File: src/rtl/mole_hit_scorer.sv
// Classifies one-shot button presses against the mole mask, keeps a saturating BCD score and
// a hit streak. Define WHACKMOLE_MISS_PENALTY_EN to make misses subtract from the score.
module mole_hit_scorer #(
    parameter int unsigned HOLES = 8
) (
    input  logic             clk,
    input  logic             rst_n,
    input  logic             start_i,
    input  logic             stop_i,
    input  logic [HOLES-1:0] press_i,
    input  logic [HOLES-1:0] mole_i,
    output logic [HOLES-1:0] whack_o,
    output logic             hit_o,
    output logic             miss_o,
    output logic [7:0]       score_bcd_o,
    output logic [3:0]       streak_o,
    output logic             playing_o,
    output logic             done_o
);

    typedef enum logic [1:0] {
        StIdle,
        StPlay,
        StDone
    } state_e;

    state_e           r_state;
    state_e           w_state_next;
    logic [HOLES-1:0] r_lock;
    logic [HOLES-1:0] w_lock_next;
    logic [HOLES-1:0] r_whack;
    logic             r_hit;
    logic             r_miss;
    logic [7:0]       r_score;
    logic [7:0]       w_score_next;
    logic [3:0]       r_streak;
    logic [3:0]       w_streak_next;

    logic             w_play_eval;
    logic [HOLES-1:0] w_lock_eff;
    logic [HOLES-1:0] w_eff;
    logic [HOLES-1:0] w_hits;
    logic [HOLES-1:0] w_misses;
    logic [3:0]       w_hit_cnt;
    logic [6:0]       w_score_bin;
    logic signed [8:0] w_sum;
    logic [6:0]       w_score_clamped;
    logic [4:0]       w_streak_sum;
`ifdef WHACKMOLE_MISS_PENALTY_EN
    logic [3:0]       w_miss_cnt;
`endif

    function automatic logic [3:0] popcount(input logic [HOLES-1:0] v);
        logic [3:0] c;
        c = 4'd0;
        for (int i = 0; i < HOLES; i++) begin
            c = c + {3'b000, v[i]};
        end
        return c;
    endfunction

    // Repeated subtraction; input is already clamped to 0..99 so nine passes suffice.
    function automatic logic [7:0] to_bcd(input logic [6:0] v);
        logic [3:0] t;
        logic [6:0] r;
        t = 4'd0;
        r = v;
        for (int i = 0; i < 9; i++) begin
            if (r >= 7'd10) begin
                r = r - 7'd10;
                t = t + 4'd1;
            end
        end
        return {t, 4'(r)};
    endfunction

    // Evaluation masks: a lock only counts while its mole is still up.
    always_comb begin
        w_play_eval = (r_state == StPlay) && !start_i;
        w_lock_eff  = r_lock & mole_i;
        w_eff       = press_i & ~w_lock_eff;
        w_hits      = w_play_eval ? (w_eff & mole_i) : '0;
        w_misses    = w_play_eval ? (w_eff & ~mole_i) : '0;
        w_hit_cnt   = popcount(w_hits);
`ifdef WHACKMOLE_MISS_PENALTY_EN
        w_miss_cnt  = popcount(w_misses);
`endif
        w_lock_next = start_i ? '0 : ((r_lock | w_hits) & mole_i);
    end

    // Score arithmetic is done in binary with a single clamp, then re-encoded to BCD.
    always_comb begin
        w_score_bin = ({3'b000, r_score[7:4]} * 7'd10) + {3'b000, r_score[3:0]};
        w_sum       = $signed({2'b00, w_score_bin}) + $signed({5'b00000, w_hit_cnt});
`ifdef WHACKMOLE_MISS_PENALTY_EN
        w_sum       = w_sum - $signed({5'b00000, w_miss_cnt});
`endif
        if (w_sum < 9'sd0) begin
            w_score_clamped = 7'd0;
        end else if (w_sum > 9'sd99) begin
            w_score_clamped = 7'd99;
        end else begin
            w_score_clamped = 7'(w_sum);
        end

        w_streak_sum = {1'b0, r_streak} + {1'b0, w_hit_cnt};

        w_score_next  = r_score;
        w_streak_next = r_streak;
        if (start_i) begin
            w_score_next  = 8'h00;
            w_streak_next = 4'd0;
        end else if (w_play_eval) begin
            w_score_next = to_bcd(w_score_clamped);
            if (|w_misses) begin
                w_streak_next = 4'd0;
            end else if (w_streak_sum > 5'd15) begin
                w_streak_next = 4'd15;
            end else begin
                w_streak_next = 4'(w_streak_sum);
            end
        end
    end

    always_comb begin
        w_state_next = r_state;
        unique case (r_state)
            StIdle: if (start_i) w_state_next = StPlay;
            StPlay: if (start_i) w_state_next = StPlay;
                    else if (stop_i) w_state_next = StDone;
            StDone: if (start_i) w_state_next = StPlay;
            default: w_state_next = StIdle;
        endcase
    end

    always_ff @(posedge clk) begin
        if (!rst_n) begin
            r_state  <= StIdle;
            r_lock   <= '0;
            r_whack  <= '0;
            r_hit    <= 1'b0;
            r_miss   <= 1'b0;
            r_score  <= 8'h00;
            r_streak <= 4'd0;
        end else begin
            r_state  <= w_state_next;
            r_lock   <= w_lock_next;
            r_whack  <= w_hits;
            r_hit    <= |w_hits;
            r_miss   <= |w_misses;
            r_score  <= w_score_next;
            r_streak <= w_streak_next;
        end
    end

    assign whack_o     = r_whack;
    assign hit_o       = r_hit;
    assign miss_o      = r_miss;
    assign score_bcd_o = r_score;
    assign streak_o    = r_streak;
    assign playing_o   = (r_state == StPlay);
    assign done_o      = (r_state == StDone);

endmodule

File: config.mk
export PLATFORM = sky130hd
export DESIGN_NAME = mole_hit_scorer
export DESIGN_NICKNAME = d
export VERILOG_FILES = /design/src/rtl/mole_hit_scorer.sv
export SDC_FILE = /design/constraint.sdc
export NUM_CORES = 1
export LEC_CHECK = 0
export BUFFER_PORTS_ARGS = -buffer_cell sky130_fd_sc_hd__buf_2
export CAP_MARGIN = 15
export CORE_ASPECT_RATIO = 1.5
export CORE_MARGIN = 4
export CORE_UTILIZATION = 50
export DETAILED_ROUTE_END_ITERATION = 16
export PLACE_DENSITY = 0.68
export SLEW_MARGIN = 25
export SYNTH_ARGS = -nofsm -noshare
export SYNTH_HDL_FRONTEND = slang
export SYNTH_SLANG_ARGS = --single-unit
File: constraint.sdc
create_clock -name clk -period 36.6 [get_ports clk]
set_input_delay 3.66 -clock clk [delete_from_list [all_inputs] [get_ports clk]]
set_output_delay 3.66 -clock clk [all_outputs]
set_load 0.01 [all_outputs]
=== Yosys cells after proc, flatten, opt, wreduce, memory -nomap -nowiden ===
Index checks and enable logic that the tools add are counted.

* $add $sub $neg: 27
* Multipliers: 1
* Magnitude comparators: 12
* Equal/unequal tests: 4
* Mux-type cells: 60
* Bitwise operators: 9
* Reduce and logical (&&, ||, !) cells: 8

{| class="wikitable"
|+ Operator list
! cell !! number
|-
| two-way mux 7 bit || 26
|-
| two-way mux 4 bit || 27
|-
| greater-or-equal comparator 7 x 4 -> 1 bit (second input constant) || 9
|-
| subtractor 7 x 4 -> 7 bit (second input constant) || 8
|-
| bitwise AND 8 bit || 5
|-
| adder 4 x 1 -> 4 bit (second input constant) || 8
|-
| adder 4 x 1 -> 4 bit || 4
|-
| two-way mux 8 bit || 2
|-
| inverter 8 bit || 2
|-
| OR reduction 8 bit || 2
|-
| adder 7 x 4 -> 8 bit || 1
|-
| > comparator 8 x 7 -> 1 bit (second input constant) || 1
|-
| less-than comparator 8 x 1 -> 1 bit (second input constant) || 1
|-
| OR 8 bit || 1
|-
| adder 7 x 4 -> 7 bit || 1
|-
| multiplier 4 x 3 -> 6 bit (second input constant) || 1
|-
| two-way mux 2 bit || 3
|-
| adder 4 x 4 -> 5 bit || 1
|-
| > comparator 5 x 4 -> 1 bit (second input constant) || 1
|-
| adder 3 x 1 -> 4 bit || 1
|-
| case mux 2 bit (2 select lines) || 1
|-
| OR reduction 2 bit || 2
|-
| subtractor 4 bit (second input constant) || 1
|-
| adder 2 x 1 -> 3 bit || 1
|-
| 11 further kinds || 11
|}

* Bits in registers: 32
* Input port bits: 20
* Output and inout bits: 24
* Logic and storage cells: 128

=== Logic depth before layout (Yosys ltp) ===
Gate-level depths: netlist of run 1.

* Depth in word-level cells: 50
* Gate-level depth with buffers: 81

=== Least setup slack after synthesis of run 1 ===
OpenSTA, ideal clock, no wires.

* Path type: input port to flip-flop
* Start: input start_i
* End: register r_score[2] (netlist: score_bcd_o[2])
* Library setup time: 0.067 ns
* Arrival time: 17.450 ns
* Data required time: 36.533 ns
* Setup slack: 19.083 ns
* Stages: 72
* Path buffers: 2
* Path through: nor2_1 > nand4b_1 > fa_1 > fa_1 > fa_1 > inv_1 > ha_1 > inv_1 > fa_1 > inv_1 > fa_1 > a211o_1 > nand2_1 > nor3_2 > nor4_1 > nor2_1 > nand2_1 > ha_1 > [... 36 more ...] > ha_1 > and2_1 > nor2_1 > o211ai_2 > o311a_1 > o21ai_0 > and2_1 > ha_1 > and2_1 > a21oi_1 > o31ai_4 > nor2_1 > a21oi_1 > ha_1 > nand4_1 > o22ai_2 > mux2_4 > a21oi_2

* Cells in the longest elaborated chain, start to end: 48

{| class="wikitable"
|+ Ends and longest elaborated chain
! element !! line !! text
|-
| start: declaration || 8 || <nowiki>input logic start_i,</nowiki>
|-
| zero test 1 bit || 79 || <nowiki>w_play_eval = (r_state == StPlay) && !start_i;</nowiki>
|-
| logical AND 1 bit || 79 ||
|-
| two-way mux 8 bit || 82 || <nowiki>w_hits = w_play_eval ? (w_eff & mole_i) : '0;</nowiki>
|-
| adder 1 x 1 -> 2 bit || 57 || <nowiki>c = c + {3'b000, v[i]};</nowiki>
|-
| adder 2 x 1 -> 3 bit || 57 ||
|-
| adder 3 x 1 -> 4 bit || 57 ||
|-
| adder 4 x 1 -> 4 bit (4 in a row) || 57 ||
|-
| adder 7 x 4 -> 8 bit || 94 || <nowiki>w_sum = $signed({2'b00, w_score_bin}) + $signed({5'b00000, w_hit_cnt});</nowiki>
|-
| [... 29 more ...] || - ||
|-
| two-way mux 7 bit || 113 || <nowiki>end else if (w_play_eval) begin</nowiki>
|-
| two-way mux 7 bit || 110 || <nowiki>if (start_i) begin</nowiki>
|-
| subtractor 7 x 4 -> 7 bit / greater-or-equal comparator 7 x 4 -> 1 bit (equally long branches) || 70, 69 ||
|-
| two-way mux 7 bit || 69 || <nowiki>if (r >= 7'd10) begin</nowiki>
|-
| two-way mux 7 bit || 113 ||
|-
| two-way mux 7 bit || 110 ||
|-
| greater-or-equal comparator 7 x 4 -> 1 bit / subtractor 4 bit (equally long branches) || 69, 70 ||
|-
| two-way mux 4 bit || 69 ||
|-
| end signal: assignment || 151 || <nowiki>r_score <= w_score_next;</nowiki>
|-
| end: declaration || 34 || <nowiki>logic [7:0] r_score;</nowiki>
|}

Several ways; a longest one is shown, not always the timed one. The select of a mux whose other input is x is not followed.
A chain may end at the register's enable or synchronous reset.

=== Final worst setup path of run 1 ===
Same ends and word-level chain as after synthesis.

==> impl_metrics.tcl, run 1 <==
set metrics [dict create \
    fin_crit_sh_pct 52.1 \
    critPathBufInv 11 \
    synth-seq-cells 32 \
    initial_core_util_pct 50.9 \
    syn_to_final_growth_pct 9.26 \
    synthFlopType "dfxtp_1" \
    synth.avg_cell_area_um2 7.93 \
    numCtsBuffers 5 \
    whs_ps 454 \
    worst_pin_slew_ps 825 \
    row_count 44 \
    ys_async_sr_fraction_pct 0 \
    die_y_um 129 \
    fmax_mhz 52.5 \
    critPathMaxFanout 18 \
    cts.clk_slew.worst_paths_ps 50 \
    via_per_inst 6.43 \
    cts_setup_buffers 0 \
    grt_usage_pct 23.4 \
    crit_type "in2reg" \
    drive_above_1_share_pct 17.4 \
    critPathTopFamily "adder cells" \
    rsz0062_at_grt "false" \
    hpwl_um 10900 \
    hold_buffers 0 \
    coreArea_mm2 0.00963 \
    drv_cap 0 \
    cp_slowest_cell "fa_1" \
    die-area_mm2 0.0115 \
    gp_congestion 0.958 \
    end_kind "flip-flop" \
    synth_edf_count 0 \
    yosys_warnings 0 \
    grt_max_degree 19 \
    start_kind "primary input" \
    die_w_um 88.9 \
    crit_required_ps 36810 \
    synth_area_leader_cell "dfxtp_1" \
    max_slew_margin_pct 44.9 \
    syn_nets 682 \
    hold_viol 0 \
    seq_area_frac_synth_pct 13.1 \
    yosysTopAreaCellShare_pct 13.1 \
    grt_pass1_wl_um 22100 \
    syn_inst 619 \
    setup_viol 0 \
    hold_class "reg2reg" \
    cts_tree "yes" \
    ctsResizeCount 0 \
    synth_area_leaders "dfxtp_1 13%, ha_1 8.9%, a21oi_1 4.6%, nor2_1 4.1%, nand2_1 3.7%" \
    ant_nets 0 \
    setup_total_negative_slack_ps 0 \
    insertion_delay_ps 270 \
    via_count 4965 \
    grt_pass1_vias 4816 \
    clk_path_buf_depth 2 \
    ios 44 \
    cts_htree_levels 2 \
    slowest_delay_ps 620 \
    nets 719 \
    worstPathArrival_ps 19270 \
    drv_slew 0 \
    totalWireLength_um 13300 \
    cts.sinks 32 \
    firstDrtPassIters 6 \
    synth_cell_types 102 \
    routedWlPerCell_um 17.2 \
    drcViolationCount 0 \
    fin_skew_ps 2.17 \
    n_antenna_cell 0 \
    port_buffers 43 \
    grt.overflow.total 0 \
    antenna_found_initial 0 \
    drtIter0Drc 214 \
    status "completed" \
    post-route-min-period_ps 19060 \
    crit_top_cell "ha_1" \
    syn_area_mm2 0.00491 \
    root_buffer "clkbuf_16" \
]
[Yosys cell counts, types with 8 or more instances]
library cell  number
dfxtp_1           32
and3_1            12
o21ai_0           33
nor4_1            10
o21a_1             8
fa_1               8
ha_1              35
a21oi_1           45
a211o_1            9
a211oi_1          11
and2_1            10
nand3_1           21
xnor2_1           21
xor2_1            10
mux2_2             9
a21o_1            10
nor3_1            12
nand2_1           49
o211ai_1           8
nor2_1            53
inv_1             34
[final timing paths]
kind / startpoint / endpoint / slack, ps / depth (start not counted)
hold reg to reg: r_lock[1] / r_lock[1] / 450 / 2
setup reg to reg: r_state[1] / score_bcd_o[2] / 20550 / 72
setup / recovery: start_i / score_bcd_o[2] / 17540 / 72
hold / removal: r_lock[1] / r_lock[1] / 450 / 2
[per-stage QoR]
step / cells / cell area, um2 / setup WS [ps] / util, %
final: 772 / 5360 / 17540 / 55.6
after floorplan: 619 / 4910 / 19080 / -
after CTS: 772 / 5350 / 17550 / 55.5
after detailed placement: 764 / 5180 / 17320 / 53.8
after global placement: 764 / 5180 / 17880 / 53.8
after global routing: 772 / 5360 / 16110 / 55.6
[worst min-delay path, stage by stage, from the launching register on]
cell     delay, ps
dfxtp_1        300
nand2_1         50
a21oi_1         50
[area by class of cell]
class / count / area [um2]
clock inverters: 3 / 42.5
well taps: 115 / 144
flip-flops and latches: 32 / 641
inverters: 37 / 139
multi-input cells: 534 / 4030
fillers: 946 / 4270
clock buffers: 5 / 125
repair buffers: 46 / 238
[kinds of logic after synthesis]
logic type	synth area share [%]
AOI/OAI and AO/OA	34.5
xor gates and xnor gates	6.43
adders and majority gates	12.2
buffers and inverters	5.00
DFF	13.1
muxes	4.64
and+or+nand+nor	24.2
[per-layer routing]
layer  vias to the layer above  global-route usage (%)  wire length [um]
met5                         -                       0                 0
met4                         0                    9.25               497
met3                        48                    2.35               521
met2                       156                    44.6              7140
met1                      2324                    25.7              5110
li1                       2437                       -                 -
[cell usage in the layout (no fill, tap or decap), types with 5 or more instances in the layout]
cell type	n
and3_1	12
nand2b_1	7
xor2_1	10
clkbuf_16	5
a211o_1	9
mux2_2	9
ha_1	35
and2_1	10
o21ai_0	33
nor3_1	12
nand4b_1	6
a211oi_1	10
xnor2_1	21
o2111ai_1	7
nor4_1	9
a31oi_1	6
o211ai_1	8
o21ai_1	7
nor2_1	53
a21o_1	10
mux2i_1	6
nor2b_1	7
a21oi_1	45
fa_1	8
nand3_1	21
nand2_1	49
dfxtp_1	32
inv_1	34
o21a_1	8
buf_2	43
nand4_1	7
o22ai_1	7
[state kept, by name, summed over array words and instances (netlist names)]
name and cells:
miss_o 1, streak_o 4, r_state 2, r_lock 8, whack_o 8, score_bcd_o 8, hit_o 1
Power of run 1 is not shown: default switching activity piles up to over one toggle a cycle in this logic, so the estimate is an artifact.
==> inputs of run 2 (changes only) <==
==> constraint.sdc (replaced) <==
create_clock -name clk -period 19.7 [get_ports clk]
set_input_delay 1.97 -clock clk [delete_from_list [all_inputs] [get_ports clk]]
set_output_delay 1.97 -clock clk [all_outputs]
set_load 0.01 [all_outputs]
==> impl_metrics.tcl, run 2 (same netlist as run 1, synthesis figures left out) <==
set metrics [dict create \
    status "completed" \
    worstPathArrival_ps 18140 \
    setup_total_negative_slack_ps 0 \
    rrSetupSlack_ps 3090 \
    worstReg2RegStart "r_state[1]" \
    whs_ps 450 \
    antenna_found_initial 0 \
    grt_usage_pct 23.0 \
    cts_setup_buffers 0 \
    drive_above_1_share_pct 17.0 \
    fin_skew_ps 6.12 \
    clk_path_buf_depth 2 \
    insertion_delay_ps 270 \
    finalNonFillerCells 773 \
    grt_max_degree 16 \
    routedWlPerCell_um 16.5 \
    hpwl_um 10500 \
    holdCritStartpoint "r_lock[7]" \
    max_slew_margin_pct 27.5 \
    gp_congestion 0.942 \
    place_ws_ps 1640 \
    post-route-min-period_ps 17930 \
    root_buffer "clkbuf_16" \
    ios 44 \
    r2r-end "score_bcd_o[2]" \
    fill_cells 896 \
    n_antenna_cell 0 \
    crit_top_cell "ha_1" \
    setup_viol 0 \
    drcViolationCount 0 \
    start_kind "primary input" \
    die_w_um 88.9 \
    hold_class "reg2reg" \
    grt_pass1_vias 4881 \
    layout_common_cells "53 x nor2_1, 49 x nand2_1, 45 x a21oi_1" \
    ant_nets 0 \
    cts.sinks 32 \
    cts_htree_levels 2 \
    numCtsBuffers 5 \
    grt_pass1_wl_um 22000 \
    die_y_um 129 \
    initial_core_util_pct 50.9 \
    nets 720 \
    slowest_delay_ps 620 \
    totalWireLength_um 12800 \
    row_count 44 \
    port_buffers 43 \
    end_kind "flip-flop" \
    cts_tree "yes" \
    hold-path-endpoint "r_lock[7]" \
    crit_required_ps 19910 \
    drv_slew 0 \
    crit_type "in2reg" \
    grt.overflow.total 0 \
    via_per_inst 6.37 \
    cts.clk_slew.worst_paths_ps 50 \
    fin_crit_sh_pct 91.0 \
    cp_slowest_cell "fa_1" \
    placed_cells 765 \
    setup_ws_ps 1770 \
    fmax_mhz 55.8 \
    r2r_cells 73 \
    ctsResizeCount 0 \
    syn_to_final_growth_pct 9.10 \
    die-area_mm2 0.0115 \
    hold_buffers 0 \
    rsz0062_at_grt "false" \
    hold_depth 2 \
    coreArea_mm2 0.00963 \
    via_count 4925 \
    worst_pin_slew_ps 1080 \
    hold_viol 0 \
    critPathMaxFanout 14 \
    drtIter0Drc 210 \
    final_common_cell "nor2_1" \
    firstDrtPassIters 5 \
    drv_cap 0 \
]
[run 2: changes by cell type in the layout (fill, tap and decap cells not counted), sizes merged]
| cell | delta |
|---|---|
| clkinvlp | -1 |
| buf | +1 |
| clkbuf | +1 |
[run 2: how the worst max path moves through the flow]
stage,start,to,slack [ps],cells past startpoint
2_1_floorplan,start_i,score_bcd_o[2],3870,72
3_3_place_gp,start_i,score_bcd_o[2],2130,73
3_5_place_dp,start_i,score_bcd_o[2],1640,72
4_1_cts,start_i,score_bcd_o[2],1840,73
5_1_grt,start_i,score_bcd_o[2],380,73
6_report,start_i,score_bcd_o[2],1770,73
[run 2: per-layer routing]
metal	wire length [um]	GRT usage (%)	up-vias
li1	-	-	2439
met1	4950	25.2	2270
met2	6790	43.2	173
met3	501	2.74	43
met4	517	9.88	0
met5	0	0	-
[run 2: critical path, delay by kind of cell]
family | cells | cell delay (ps)
simple gates | 23 | 4440
fa+ha+maj | 15 | 4420
compound gates | 19 | 4160
xor+xnor | 3 | 1330
buf+inv | 11 | 1170
mux | 2 | 600
[run 2: layout make-up]
type / instances / area (um2) / share of cell area [%]
clock inverter: 2 / 35.0 / 0.655
timing repair buffer: 47 / 245 / 4.58
tap: 115 / 144 / 2.69
inverter: 37 / 139 / 2.59
clock buffer: 6 / 129 / 2.41
multi-input combinational: 534 / 4020 / 75.1
sequential: 32 / 641 / 12.0
[run 2: per-stage QoR]
step | util, % | instance area, um2
final | 55.6 | 5350
after global routing | 55.6 | 5350
after CTS | 55.6 | 5350
after detailed placement | 53.9 | 5190
after global placement | 53.9 | 5190
after floorplan | - | 4910
Power of run 2 is left out for the same reason.
